[src/rtl/mix_columns_stage.sv]
// ---------------------------------------------------------------------------
// encryption_functions
//   GF(2^8) helpers shared by the AES datapath stages.
// ---------------------------------------------------------------------------
package encryption_functions;

  // Multiply by x in GF(2^8) modulo x^8+x^4+x^3+x+1.
  function automatic logic [7:0] mul2(input logic [7:0] x);
    return {x[6:0], 1'b0} ^ (x[7] ? 8'h1b : 8'h00);
  endfunction

  function automatic logic [7:0] mul3(input logic [7:0] x);
    return mul2(x) ^ x;
  endfunction

  // One MixColumns column; row 0 is the most significant byte.
  function automatic logic [31:0] mix_column(input logic [31:0] col);
    logic [7:0] s0, s1, s2, s3;
    logic [7:0] r0, r1, r2, r3;
    s0 = col[31:24];
    s1 = col[23:16];
    s2 = col[15:8];
    s3 = col[7:0];
    r0 = mul2(s0) ^ mul3(s1) ^ s2       ^ s3;
    r1 = s0       ^ mul2(s1) ^ mul3(s2) ^ s3;
    r2 = s0       ^ s1       ^ mul2(s2) ^ mul3(s3);
    r3 = mul3(s0) ^ s1       ^ s2       ^ mul2(s3);
    return {r0, r1, r2, r3};
  endfunction

endpackage

// ---------------------------------------------------------------------------
// mix_columns_stage
//   Iterative AES-128 MixColumns. Accepts one 128-bit state in IDLE, mixes
//   COLS_PER_CYCLE columns per BUSY cycle in place, then presents the result
//   in DONE until the consumer takes it. A bypassed block (final round) goes
//   straight from IDLE to DONE with the state untouched.
//
//   clk   : rising-edge clock
//   rst_n : asynchronous active-low reset
//   bus   : slave side of mix_columns_stage_if (in_* accept, out_* result)
// ---------------------------------------------------------------------------
module mix_columns_stage
  import encryption_functions::*;
#(
  parameter int COLS_PER_CYCLE = 1,
  parameter int TAG_WIDTH      = 4
) (
  input  logic                   clk,
  input  logic                   rst_n,
  mix_columns_stage_if.slave     bus
);

  localparam int NUM_COLS = 4;

  // With 4 columns per cycle the step is 4, which wraps the 2-bit counter
  // to 0; the single BUSY cycle then sees col_q == LAST_COL == 0.
  localparam logic [1:0] COL_STEP = 2'(COLS_PER_CYCLE);
  localparam logic [1:0] LAST_COL = 2'(NUM_COLS - COLS_PER_CYCLE);

  if (!(COLS_PER_CYCLE == 1 || COLS_PER_CYCLE == 2 || COLS_PER_CYCLE == 4)) begin : g_bad_cols
    $error("mix_columns_stage: COLS_PER_CYCLE must be 1, 2 or 4");
  end

  typedef enum logic [1:0] {
    IDLE = 2'd0,
    BUSY = 2'd1,
    DONE = 2'd2
  } state_e;

  state_e               state_q, state_d;
  logic [127:0]         work_q,  work_d;
  logic [TAG_WIDTH-1:0] tag_q,   tag_d;
  logic [1:0]           col_q,   col_d;
  logic [6:0]           col_lsb;

  always_comb begin
    // NOTE: every variable gets a default before the case; a path that leaves
    // one unassigned would infer a latch.
    state_d = state_q;
    work_d  = work_q;
    tag_d   = tag_q;
    col_d   = col_q;
    col_lsb = '0;

    unique case (state_q)
      IDLE: begin
        if (bus.in_valid) begin
          work_d  = bus.in_state;
          tag_d   = bus.in_tag;
          col_d   = '0;
          state_d = bus.in_bypass ? DONE : BUSY;
        end
      end

      BUSY: begin
        // Column c occupies bits [127-32c -: 32]; the counter is always
        // aligned to COLS_PER_CYCLE so col_q+k never exceeds 3.
        for (int k = 0; k < COLS_PER_CYCLE; k++) begin
          col_lsb = 7'(32 * (NUM_COLS - 1 - (int'(col_q) + k)));
          work_d[col_lsb +: 32] = mix_column(work_q[col_lsb +: 32]);
        end
        col_d = col_q + COL_STEP;
        if (col_q == LAST_COL) begin
          state_d = DONE;
        end
      end

      DONE: begin
        if (bus.out_ready) begin
          state_d = IDLE;
        end
      end

      default: state_d = IDLE;
    endcase
  end

  // NOTE: sequential state uses non-blocking assignments so every flop samples
  // the pre-edge value of every other flop.
  always_ff @(posedge clk or negedge rst_n) begin
    if (!rst_n) begin
      state_q <= IDLE;
      // NOTE: the 128-bit work register is reset on purpose: out_state is
      // driven straight from it and must read 0 after an aborted block.
      work_q  <= '0;
      tag_q   <= '0;
      col_q   <= '0;
    end else begin
      state_q <= state_d;
      work_q  <= work_d;
      tag_q   <= tag_d;
      col_q   <= col_d;
    end
  end

  assign bus.in_ready  = (state_q == IDLE);
  assign bus.out_valid = (state_q == DONE);
  assign bus.out_state = work_q;
  assign bus.out_tag   = tag_q;

endmodule

[src/rtl/mix_columns_stage_if.sv]
// ---------------------------------------------------------------------------
// mix_columns_stage_if
//   Handshake bundle for the iterative AES MixColumns stage.
//   Input side : in_valid / in_ready, in_state (128b), in_bypass, in_tag
//   Output side: out_valid / out_ready, out_state (128b), out_tag
//   modport master : the block feeding the stage and draining its result
//   modport slave  : the MixColumns stage itself
// ---------------------------------------------------------------------------
interface mix_columns_stage_if #(
  parameter int TAG_WIDTH = 4
);
  logic                 in_valid;
  logic                 in_ready;
  logic [127:0]         in_state;
  logic                 in_bypass;
  logic [TAG_WIDTH-1:0] in_tag;

  logic                 out_valid;
  logic                 out_ready;
  logic [127:0]         out_state;
  logic [TAG_WIDTH-1:0] out_tag;

  modport master (
    output in_valid, in_state, in_bypass, in_tag, out_ready,
    input  in_ready, out_valid, out_state, out_tag
  );

  modport slave (
    input  in_valid, in_state, in_bypass, in_tag, out_ready,
    output in_ready, out_valid, out_state, out_tag
  );
endinterface

[src/flat_wrapper.sv]
// flat-port wrapper written by rule: the top's interface ports become plain ports
module mix_columns_stage_flat import encryption_functions::*;
#(
  parameter int COLS_PER_CYCLE = 1,
  parameter int TAG_WIDTH      = 4
)
  (clk, rst_n, bus_in_valid, bus_in_state, bus_in_bypass, bus_in_tag, bus_out_ready, bus_in_ready, bus_out_valid, bus_out_state, bus_out_tag);
  mix_columns_stage_if #(.TAG_WIDTH(TAG_WIDTH)) bus_i ();
  input  logic clk;
  input  logic rst_n;
  input wire logic [$bits(bus_i.in_valid)-1:0] bus_in_valid;
  input wire logic [$bits(bus_i.in_state)-1:0] bus_in_state;
  input wire logic [$bits(bus_i.in_bypass)-1:0] bus_in_bypass;
  input wire logic [$bits(bus_i.in_tag)-1:0] bus_in_tag;
  input wire logic [$bits(bus_i.out_ready)-1:0] bus_out_ready;
  output wire logic [$bits(bus_i.in_ready)-1:0] bus_in_ready;
  output wire logic [$bits(bus_i.out_valid)-1:0] bus_out_valid;
  output wire logic [$bits(bus_i.out_state)-1:0] bus_out_state;
  output wire logic [$bits(bus_i.out_tag)-1:0] bus_out_tag;
  assign bus_i.in_valid = bus_in_valid;
  assign bus_i.in_state = bus_in_state;
  assign bus_i.in_bypass = bus_in_bypass;
  assign bus_i.in_tag = bus_in_tag;
  assign bus_i.out_ready = bus_out_ready;
  assign bus_in_ready = bus_i.in_ready;
  assign bus_out_valid = bus_i.out_valid;
  assign bus_out_state = bus_i.out_state;
  assign bus_out_tag = bus_i.out_tag;
  mix_columns_stage #(.COLS_PER_CYCLE(COLS_PER_CYCLE), .TAG_WIDTH(TAG_WIDTH)) u_core (.clk(clk), .rst_n(rst_n), .bus(bus_i));
endmodule
[config.mk]
export PLATFORM = sky130hd
export DESIGN_NAME = mix_columns_stage_flat
export DESIGN_NICKNAME = d
export VERILOG_FILES = /design/src/rtl/mix_columns_stage.sv /design/src/rtl/mix_columns_stage_if.sv /design/src/flat_wrapper.sv
export SDC_FILE = /design/constraint.sdc
export NUM_CORES = 1
export LEC_CHECK = 0
export CORE_MARGIN = 5
export CORE_UTILIZATION = 42
export DETAILED_ROUTE_END_ITERATION = 10
export PLACE_DENSITY = 0.85
export REMOVE_ABC_BUFFERS = 1
export SYNTH_ARGS = -nofsm -noshare
export SYNTH_HDL_FRONTEND = slang
export SYNTH_SLANG_ARGS = --single-unit
[constraint.sdc]
create_clock -name clk -period 2.5 [get_ports clk]
set_input_delay 0.375 -clock clk [delete_from_list [all_inputs] [get_ports clk]]
set_output_delay 0.375 -clock clk [all_outputs]
set_load 0.05 [all_outputs]
[Yosys cells after proc, flatten, opt, wreduce, memory -nomap -nowiden]
Index checks and enable logic that the tools add are counted.
Operators by class
  add/sub/neg operators: 3
  eq/ne operators: 6
  shift-type cells: 3
  multiplexer cells: 14
  bitwise logic cells: 20
  reductions and logical operators: 5
Operators by type and width (number)
  128-bit one-hot mux with 2 select lines: 1
  8-bit XOR: 20
  128-bit bitwise mux: 1
  128-bit two-way mux: 1
  32-bit by 9-bit variable shift with 128-bit output, first input constant: 1
  128-bit by 8-bit indexed part select with 32-bit output: 1
  32-bit by 9-bit indexed part select with 128-bit output: 1
  5-bit two-way mux: 4
  2-bit two-way mux: 5
  7-bit negator with 9-bit output: 1
  2-bit one-hot mux with 3 select lines: 1
  2-bit == test, second input constant: 2
  2-bit != test, second input constant: 2
  2-bit one-hot mux with 2 select lines: 1
  2-bit AND reduction: 2
  3-bit AND reduction: 1
  2-bit by 1-bit adder with 2-bit output, second input constant: 1
  2-bit by 1-bit == test with 1-bit output, second input constant: 1
  2-bit zero test: 1
  2-bit by 1-bit != test with 1-bit output, second input constant: 1
  2-bit nonzero test: 1
  2-bit subtractor, first input constant: 1
Storage, ports and cells
  register bits after elaboration: 136
  bits of input ports: 137
  output and inout port bits: 134
  word-level logic and storage cells: 55

[Longest topological paths before layout]
Gate-level depths: netlist of the first run.
  word-level depth: 11
  gate-level depth with buffers: 10

[Worst setup path before layout of the first run]
Ideal clock, no wire load.
  kind: register to register
  start: reg u_core.col_q[0]
  end: reg u_core.work_q[103], in the netlist u_core.bus.out_state[103]
  setup time: 90 ps
  arrival time: 2243 ps
  data required time: 2410 ps
  setup slack: 167 ps
  cell stages (with the launch flop): 7
  buffers on the path: 2
  cells stage by stage: dfrtp_1 buf_6 buf_8 mux4_2 xor2_2 xor3_1 o221ai_1
On the way
  cells in the longest elaborated chain, start to end: 11
  elaborated cells on any way between the ends: 31
Ends and longest elaborated chain
  start: declaration: RTL line mix_columns_stage.sv:75  | logic [1:0] col_q, col_d;
  start signal: assignment: RTL line mix_columns_stage.sv:134  | col_q <= col_d;
  2-bit subtractor (*): RTL line mix_columns_stage.sv:101  | col_lsb = 7'(32 * (NUM_COLS - 1 - (int'(col_q) + k)));
  128-bit by 8-bit indexed part select with 32-bit output: RTL line mix_columns_stage.sv:102  | work_d[col_lsb +: 32] = mix_column(work_q[col_lsb +: 32]);
  5-bit two-way mux: RTL line mix_columns_stage.sv:9  | return {x[6:0], 1'b0} ^ (x[7] ? 8'h1b : 8'h00);
  8-bit XOR: RTL line mix_columns_stage.sv:9
  8-bit XOR: RTL line mix_columns_stage.sv:13  | return mul2(x) ^ x;
  8-bit XOR (on tied branches) (3 in a row): RTL line mix_columns_stage.sv:27, mix_columns_stage.sv:24
  32-bit by 9-bit indexed part select with 128-bit output: RTL line mix_columns_stage.sv:102
  128-bit bitwise mux (*): RTL line mix_columns_stage.sv:102
  128-bit one-hot mux with 2 select lines (*): RTL line mix_columns_stage.sv:87  | unique case (state_q)
  end signal: assignment: RTL line mix_columns_stage.sv:132  | work_q <= work_d;
  end: declaration: RTL line mix_columns_stage.sv:73  | logic [127:0] work_q, work_d;
Mark *: on every way between the ends. The rest lies on a longest branch, timed or not.
A chain may end at the register's enable or synchronous reset.

[Final worst setup path of the first run]
  start: reg u_core.col_q[0]
  end: reg u_core.work_q[97], in the netlist u_core.bus.out_state[97]
Same word-level chain as after synthesis.

==> run metrics, run 1 <==
status=finished clean; Async SR Flop Fraction=100%; drt total wl=29500 um; vias in the first global route=7928; Yosys top cell by area=dfrtp_1; top post-synthesis cells by area=dfrtp_1 42%, o221ai_1 14%, nand2_1 12%, xnor3_1 10%, mux4_2 8.9%; vias=7626; dpl ws=-0.0548 ns; Post-Syn Instances=735; Antenna Nets Post-Route=0; fin nets=1151; Critical Path AT=2.78 ns; sequential area share after synthesis=42.1%; die height=149 um; Syn. warnings=0; syn avg cell area=11.0 um^2; first-pass GRT wire length=45700 um; RSZ-0062 raised after global routing=true; die width=149 um; Mapped Area=8090 um^2; die area=22100 um^2; largest net degree at the start of global routing=63; post-route insts no fill=1283; Worst setup SP type=flip-flop; DRC Markers=0; post-placement cell count=1235; Relative slew margins=58.9%; IO Count=271; routed len/inst=23.0 um; htree depth=4; Total GRT Usage=26.5%; latest clock arrival within the worst-skew pair=0.42 ns; # diodes=0; Placed Area=11200 um^2; Root Buffer=clkbuf_16; worst hold slack=0.511 ns; type of the tightest min-delay check=in2async; crit end category=flip-flop; gpl congestion=0.881; Peak Freq=408 MHz; vias per inst=5.94; Num CTS Buffers=17; final hold viol count=0; final setup fails=0; Area growth, synth to finish=50.0%; worst-margin pin slew=0.616 ns; CP max FO=15; max_cap viols=0; clock sink count=136; Post-synth EDFFs=0; Starting DRT DRC Count=635; Yosys top cell area share=42.1%; initial antenna violation count=0; # rows=50; CTS tree=built; register bit total from synthesis=136; maximum root-to-sink buffer count=2; required time worst endpoint=2.83 ns; skew final=0.00826 ns; top_reg_cell synth=dfrtp_1; Tmin final=2.45 ns; final HPWL from detailed placement=20900 um; Distinct cells, synth=30; critical path type=reg2reg; final-report max-slew violation count=0; clk slew on worst S/H paths=0.06 ns; Initial Utilization=42.9%; Setup WS post-layout=0.0479 ns; post-route cell area=12100 um^2; core area=18800 um^2; DRT Pass-1 Iters=7; GR Overflow Total=0; Period Utilization, post-route=98.1%; port bufs=270; layout cells sized above 1=16.7%; # fillers=1365
[Yosys cell counts (3+ instances only)]
cell,count
ha_1,4
nor2_1,6
o221ai_1,128
xnor2_1,5
mux2_2,5
mux4_2,32
a21o_1,4
xor2_1,13
clkbuf_1,55
nand2_1,263
buf_2,4
xor3_1,6
dfrtp_1,136
xnor3_1,37
xnor2_2,8
xor2_2,3
o21ai_0,3
buf_1,4
inv_1,4
[logic make-up after synthesis]
kind of cell	after synthesis	share of synthesized area (%)
muxes	37	9.61
buffers and inverters	71	3.73
DFF	136	42.1
xor gates and xnor gates	72	16.2
adders and majority gates	4	0.619
and+or+nand+nor	278	13.1
AOI/OAI and AO/OA	137	14.6
[placed cells by master, fill, tap and decap left out, drive strengths merged, types with 6 or more instances in the layout]
cell,n
clkinvlp,6
xnor3,37
xor3,6
nand2,263
inv,6
clkdlybuf4s50,269
xor2,16
xnor2,13
clkbuf,18
nor2,6
mux4,32
o221ai,128
buf,53
dfrtp,136
[critical path: stages, from the launching register on]
cell,delay (ns)
dfrtp_2,0.45
buf_12,0.21
buf_12,0.12
mux4_2,0.59
xor2_2,0.25
xnor3_2,0.52
o221ai_1,0.22
[state kept, by name (all words and copies together) (netlist names)]
register              count
u_core.state_q            2
u_core.col_q              2
u_core.bus.out_tag        4
u_core.bus.out_state    128
[metrics by stage]
| stage | setup TNS (ns) | utilization (%) |
|---|---|---|
| 2_1_floorplan | -191.28 | - |
| 3_3_place_gp | 0 | 59.6 |
| 3_5_place_dp | -0.256 | 59.6 |
| 4_1_cts | 0 | 62.9 |
| 5_1_grt | -0.495 | 64.4 |
| 6_report | 0 | 64.4 |
[area by class of cell]
class / instances / area [um^2] / share of cell area, %
multi-input cells: 528 / 4570 / 37.7
flip-flops and latches: 136 / 3410 / 28.1
repair buffers: 323 / 3220 / 26.6
clock buffers: 18 / 439 / 3.62
well taps: 260 / 325 / 2.68
clock inverters: 14 / 150 / 1.24
inverters: 4 / 15.0 / 0.124
[what timing repair did]
item                                    CTS  global route
resized for setup                         2            33
pin swaps                                 0             4
setup buffers                             2            13
endpoints found under the setup margin   16            72
endpoints found under the hold margin    59             0
hold buffers                              1             0
[per-layer routing]
layer  part of all wire, %  vias to the layer above  wire, um  GRT usage, %
li1                      -                     3274         -             -
met3                   9.6                       84      2830          6.56
met4                   3.6                        0      1060          10.2
met1                    38                     3769     11400          35.3
met5                     0                        -         0             0
met2                    48                      499     14300          42.1
[path summary, 6_finish.rpt]
| check | depth (start not counted) | start | endpoint | slack [ns] |
|---|---|---|---|---|
| setup / recovery | 6 | u_core.col_q[0]$_DFFE_PN0P_ | u_core.bus.out_state[97]$_DFFE_PN0P_ | 0.05 |
| hold / removal | 2 | rst_n | u_core.bus.out_state[18]$_DFFE_PN0P_ | 0.51 |
| setup reg to reg | 6 | u_core.col_q[0]$_DFFE_PN0P_ | u_core.bus.out_state[97]$_DFFE_PN0P_ | 0.05 |
| hold reg to reg | 1 | u_core.bus.out_tag[3]$_DFFE_PN0P_ | u_core.bus.out_tag[3]$_DFFE_PN0P_ | 0.51 |
| max in group asynchronous | 3 | rst_n | u_core.bus.out_state[64]$_DFFE_PN0P_ | 1.26 |
| min in group clk | 1 | u_core.bus.out_tag[3]$_DFFE_PN0P_ | u_core.bus.out_tag[3]$_DFFE_PN0P_ | 0.51 |
Power of run 1 is not shown: default switching activity piles up to over one toggle a cycle in this logic, so the estimate is an artifact.
==> inputs of run 2 (changes only) <==
--- a/config.mk
+++ b/config.mk
@@ -6,9 +6,9 @@
 export NUM_CORES = 1
 export LEC_CHECK = 0
 export CORE_MARGIN = 5
-export CORE_UTILIZATION = 42
+export CORE_UTILIZATION = 50
 export DETAILED_ROUTE_END_ITERATION = 10
-export PLACE_DENSITY = 0.85
+export PLACE_DENSITY = 0.95
 export REMOVE_ABC_BUFFERS = 1
 export SYNTH_ARGS = -nofsm -noshare
 export SYNTH_HDL_FRONTEND = slang
==> constraint.sdc (replaced) <==
create_clock -name clk -period 3.05 [get_ports clk]
set_input_delay 0.4575 -clock clk [delete_from_list [all_inputs] [get_ports clk]]
set_output_delay 0.4575 -clock clk [all_outputs]
set_load 0.05 [all_outputs]
==> run metrics, run 2 (synthesis results as in run 1) <==
status=finished clean; CP max-delay cell=mux4_2; Area growth, synth to finish=43.8%; drt total wl=28800 um; CP max FO=25; Relative slew margins=41.6%; dpl ws=0.275 ns; DRT Pass-1 Iters=5; first-pass GRT wire length=44500 um; layout cells sized above 1=10.6%; vias per inst=6.33; maximum root-to-sink buffer count=2; CP delay by family, top=XOR/XNOR gates; worst hold slack=0.0757 ns; die height=137 um; Critical Path AT=3.09 ns; Total GRT Usage=31.3%; Reg-to-Reg Start=u_core.col_q[0]$_DFFE_PN0P_; fin nets=1117; Period Utilization, post-route=90.6%; post-cts resize count=0; htree depth=4; die width=137 um; Antenna Nets Post-Route=0; reg-to-reg endpoint=u_core.bus.out_state[43]$_DFFE_PN0P_; Starting DRT DRC Count=674; final-report max-slew violation count=0; Placed Area=11000 um^2; final HPWL from detailed placement=20500 um; Setup WS post-layout=0.285 ns; largest net degree at the start of global routing=88; commonest cells after routing, fill and taps aside=269 x clkdlybuf4s50_1, 263 x nand2_1, 134 x dfrtp_1, 128 x o221ai_1, 37 x xnor3_1; R2R cell count=5; GR peak layer=met2; Num CTS Buffers=17; critical path type=reg2reg; DRC Markers=0; IO Count=271; Worst setup SP type=flip-flop; reg2reg setup slack=0.29 ns; GRT met1 Usage=39.9%; Initial Utilization=50.9%; hold buffer count at cts=0; CTS tree=built; latest clock arrival within the worst-skew pair=0.42 ns; chain of cells forming the critical path=buf_12 -> mux4_2 -> xor2_2 -> xnor3_1 -> o221ai_1; max_cap viols=0; worst-margin pin slew=0.875 ns; GR Util met2=50.1%; final hold viol count=0; RSZ-0062 raised after global routing=false; final setup fails=0; routed len/inst=23.9 um; max FFs per register=128; most common cell after layout, fill and taps aside=clkdlybuf4s50_1; type of the tightest min-delay check=in2async; Worst path max stage delay=0.64 ns; port bufs=270; required time worst endpoint=3.37 ns; core area=15900 um^2; met3 Resource Use GR=8.35%; # diodes=0; crit end category=flip-flop; clock sink count=136; Root Buffer=clkbuf_16; GR Overflow Total=0; die area=18800 um^2; crit path buf inv count=1; initial antenna violation count=0; Tmin final=2.76 ns; vias=7620; postcts setup bufs=0; Peak Freq=362 MHz; # rows=46; clk slew on worst S/H paths=0.06 ns; gpl congestion=0.888; post-route cell area=11600 um^2; vias in the first global route=7991; skew final=0.00689 ns
## run 2: final cells by class
type | count | area (um^2)
Fill cell | 1062 | 4260
Tap cell | 216 | 270
Sequential cell | 136 | 3410
Clock buffer | 21 | 450
Clock inverter | 10 | 175
Inverter | 4 | 15.0
Timing Repair Buffer | 289 | 2910
Multi-Input combinational cell | 528 | 4400
## run 2: metrics by stage
step / utilization, % / cells / setup TNS, ns
2_1_floorplan: - / 668 / -119.78
3_3_place_gp: 69.3 / 1173 / 0
3_5_place_dp: 69.3 / 1173 / 0
4_1_cts: 73.2 / 1204 / 0
5_1_grt: 73.2 / 1204 / 0
6_report: 73.2 / 1204 / 0
## run 2: worst max-delay path by stage
stage,from,endpoint,slack (ns),cells past startpoint
global route,u_core.col_q[0]$_DFFE_PN0P_,u_core.bus.out_state[11]$_DFFE_PN0P_,0.1,5
floorplan,u_core.state_q[1]$_DFFE_PN0P_,u_core.bus.out_state[32]$_DFFE_PN0P_,-1.0,4
detailed placement,u_core.col_q[0]$_DFFE_PN0P_,u_core.bus.out_state[41]$_DFFE_PN0P_,0.28,5
finish,u_core.col_q[0]$_DFFE_PN0P_,u_core.bus.out_state[43]$_DFFE_PN0P_,0.29,5
global placement,u_core.col_q[0]$_DFFE_PN0P_,u_core.bus.out_state[11]$_DFFE_PN0P_,0.35,5
CTS,u_core.col_q[0]$_DFFE_PN0P_,u_core.bus.out_state[41]$_DFFE_PN0P_,0.26,5
## run 2: per-layer routing
metal,vias up,routed length (um)
li1,3204,-
met1,3718,10600
met5,-,0
met3,90,3090
met2,608,13900
met4,0,1170
Power of run 2 is left out for the same reason.
==> inputs of run 3 (changes only) <==
--- a/config.mk
+++ b/config.mk
@@ -6,9 +6,9 @@
 export NUM_CORES = 1
 export LEC_CHECK = 0
 export CORE_MARGIN = 5
-export CORE_UTILIZATION = 50
+export CORE_UTILIZATION = 45
 export DETAILED_ROUTE_END_ITERATION = 10
-export PLACE_DENSITY = 0.95
+export PLACE_DENSITY = 0.87
 export REMOVE_ABC_BUFFERS = 1
 export SYNTH_ARGS = -nofsm -noshare
 export SYNTH_HDL_FRONTEND = slang
==> run metrics, run 3 (synthesis results as in run 1) <==
Worst setup SP type=flip-flop; crit end category=flip-flop; worst-margin pin slew=0.944 ns; die width=144 um; commonest cells after routing, fill and taps aside=269 x clkdlybuf4s50_1, 263 x nand2_1, 134 x dfrtp_1, 128 x o221ai_1, 37 x xnor3_1; Starting DRT DRC Count=746; Area growth, synth to finish=43.4%; Critical Path AT=3.02 ns; CP max FO=16; # diodes=0; skew final=0.0137 ns; post-layout util=65.0%; vias per inst=6.18; Tmin final=2.69 ns; DRC Markers=0; layout cells sized above 1=11.3%; first-pass GRT wire length=43500 um; initial antenna violation count=0; reg-to-reg endpoint=u_core.bus.out_state[98]$_DFFE_PN0P_; Root Buffer=clkbuf_16; reg2reg setup slack=0.36 ns; die area=20700 um^2; CTS tree=built; drt total wl=29000 um; GR Overflow Total=0; critical path type=reg2reg; CP delay by family, top=XOR/XNOR gates; required time worst endpoint=3.38 ns; latest clock arrival within the worst-skew pair=0.43 ns; largest net degree at the start of global routing=90; CP max-delay cell=mux4_2; postcts setup bufs=0; final setup fails=0; post-cts resize count=0; routed len/inst=23.8 um; R2R cell count=5; Relative slew margins=37.1%; final hold viol count=0; Total GRT Usage=27.5%; gpl congestion=0.843; max_cap viols=0; most common cell after layout, fill and taps aside=clkdlybuf4s50_1; final-report max-slew violation count=0; clock sink count=136; chain of cells forming the critical path=buf_4 -> mux4_2 -> xor2_1 -> xor3_1 -> o221ai_1; port bufs=270; Peak Freq=372 MHz; core area=17800 um^2; DRT Pass-1 Iters=5; final HPWL from detailed placement=20300 um; Period Utilization, post-route=88.1%; Initial Utilization=45.3%; status=finished clean; max FFs per register=128; RSZ-0062 raised after global routing=false; maximum root-to-sink buffer count=2; hold buffer count at cts=0; htree depth=4; vias=7543; fin nets=1120; clk slew on worst S/H paths=0.06 ns; Reg-to-Reg Start=u_core.col_q[0]$_DFFE_PN0P_; die height=144 um; IO Count=271; Worst path max stage delay=0.62 ns; type of the tightest min-delay check=in2async; Num CTS Buffers=17; vias in the first global route=7586; crit path buf inv count=1; # rows=49; Antenna Nets Post-Route=0
-- run 3: cell count changes in the layout (fill, tap and decap cells not counted), moves of 2 or more --
cell        before  now
bufinv_16        5    1
clkbuf_1         3    0
clkinv_2         5    3
buf_4           14   18
clkinvlp_4       0    5
clkbuf_8         1    3
clkinv_4         0    2
-- run 3: per-stage QoR --
stage / worst slack (ns) / hold slack (ns) / cells / cell area (um^2) / setup TNS, ns
4_1_cts: 0.330 / 0.0494 / 1220 / 11600 / 0
3_3_place_gp: 0.433 / 0.488 / 1189 / 11000 / 0
2_1_floorplan: -0.998 / 0.162 / 668 / 7800 / -119.78
5_1_grt: 0.195 / 0.0700 / 1220 / 11600 / 0
3_5_place_dp: 0.356 / 0.497 / 1189 / 11000 / 0
6_report: 0.364 / 0.0120 / 1220 / 11600 / 0
-- run 3: cell type report --
| type | count | area, um^2 |
|---|---|---|
| flip-flops and latches | 136 | 3410 |
| fillers | 1311 | 6240 |
| repair buffers | 292 | 2920 |
| well taps | 229 | 287 |
| clock buffers | 20 | 467 |
| inverters | 4 | 15.0 |
| multi-input cells | 528 | 4400 |
| clock inverters | 11 | 100 |
-- run 3: worst max path at each step --
| stage | start | end | cells after the start |
|---|---|---|---|
| global placement | u_core.col_q[0]$_DFFE_PN0P_ | u_core.bus.out_state[92]$_DFFE_PN0P_ | 5 |
| CTS | u_core.col_q[0]$_DFFE_PN0P_ | u_core.bus.out_state[98]$_DFFE_PN0P_ | 5 |
| floorplan | u_core.state_q[1]$_DFFE_PN0P_ | u_core.bus.out_state[32]$_DFFE_PN0P_ | 4 |
| finish | u_core.col_q[0]$_DFFE_PN0P_ | u_core.bus.out_state[98]$_DFFE_PN0P_ | 5 |
| detailed placement | u_core.col_q[0]$_DFFE_PN0P_ | u_core.bus.out_state[66]$_DFFE_PN0P_ | 5 |
| global route | u_core.col_q[0]$_DFFE_PN0P_ | u_core.bus.out_state[40]$_DFFE_PN0P_ | 5 |
-- run 3: worst register-to-register path: cells and delay by family, from the launching register on --
family | cells | cell delay (ns)
mux | 1 | 0.63
xor+xnor | 2 | 0.88
compound gates | 1 | 0.23
flops | 1 | 0.47
buf+inv | 1 | 0.38
-- run 3: metal layers --
metal / global-route usage (%) / part of all wire, % / up-vias
li1: - / - / 3209
met1: 37.2 / 39 / 3702
met2: 43.8 / 48 / 560
met3: 6.71 / 11 / 72
met4: 9.51 / 2.6 / 0
met5: 0 / 0 / -
Power of run 3 is left out for the same reason.
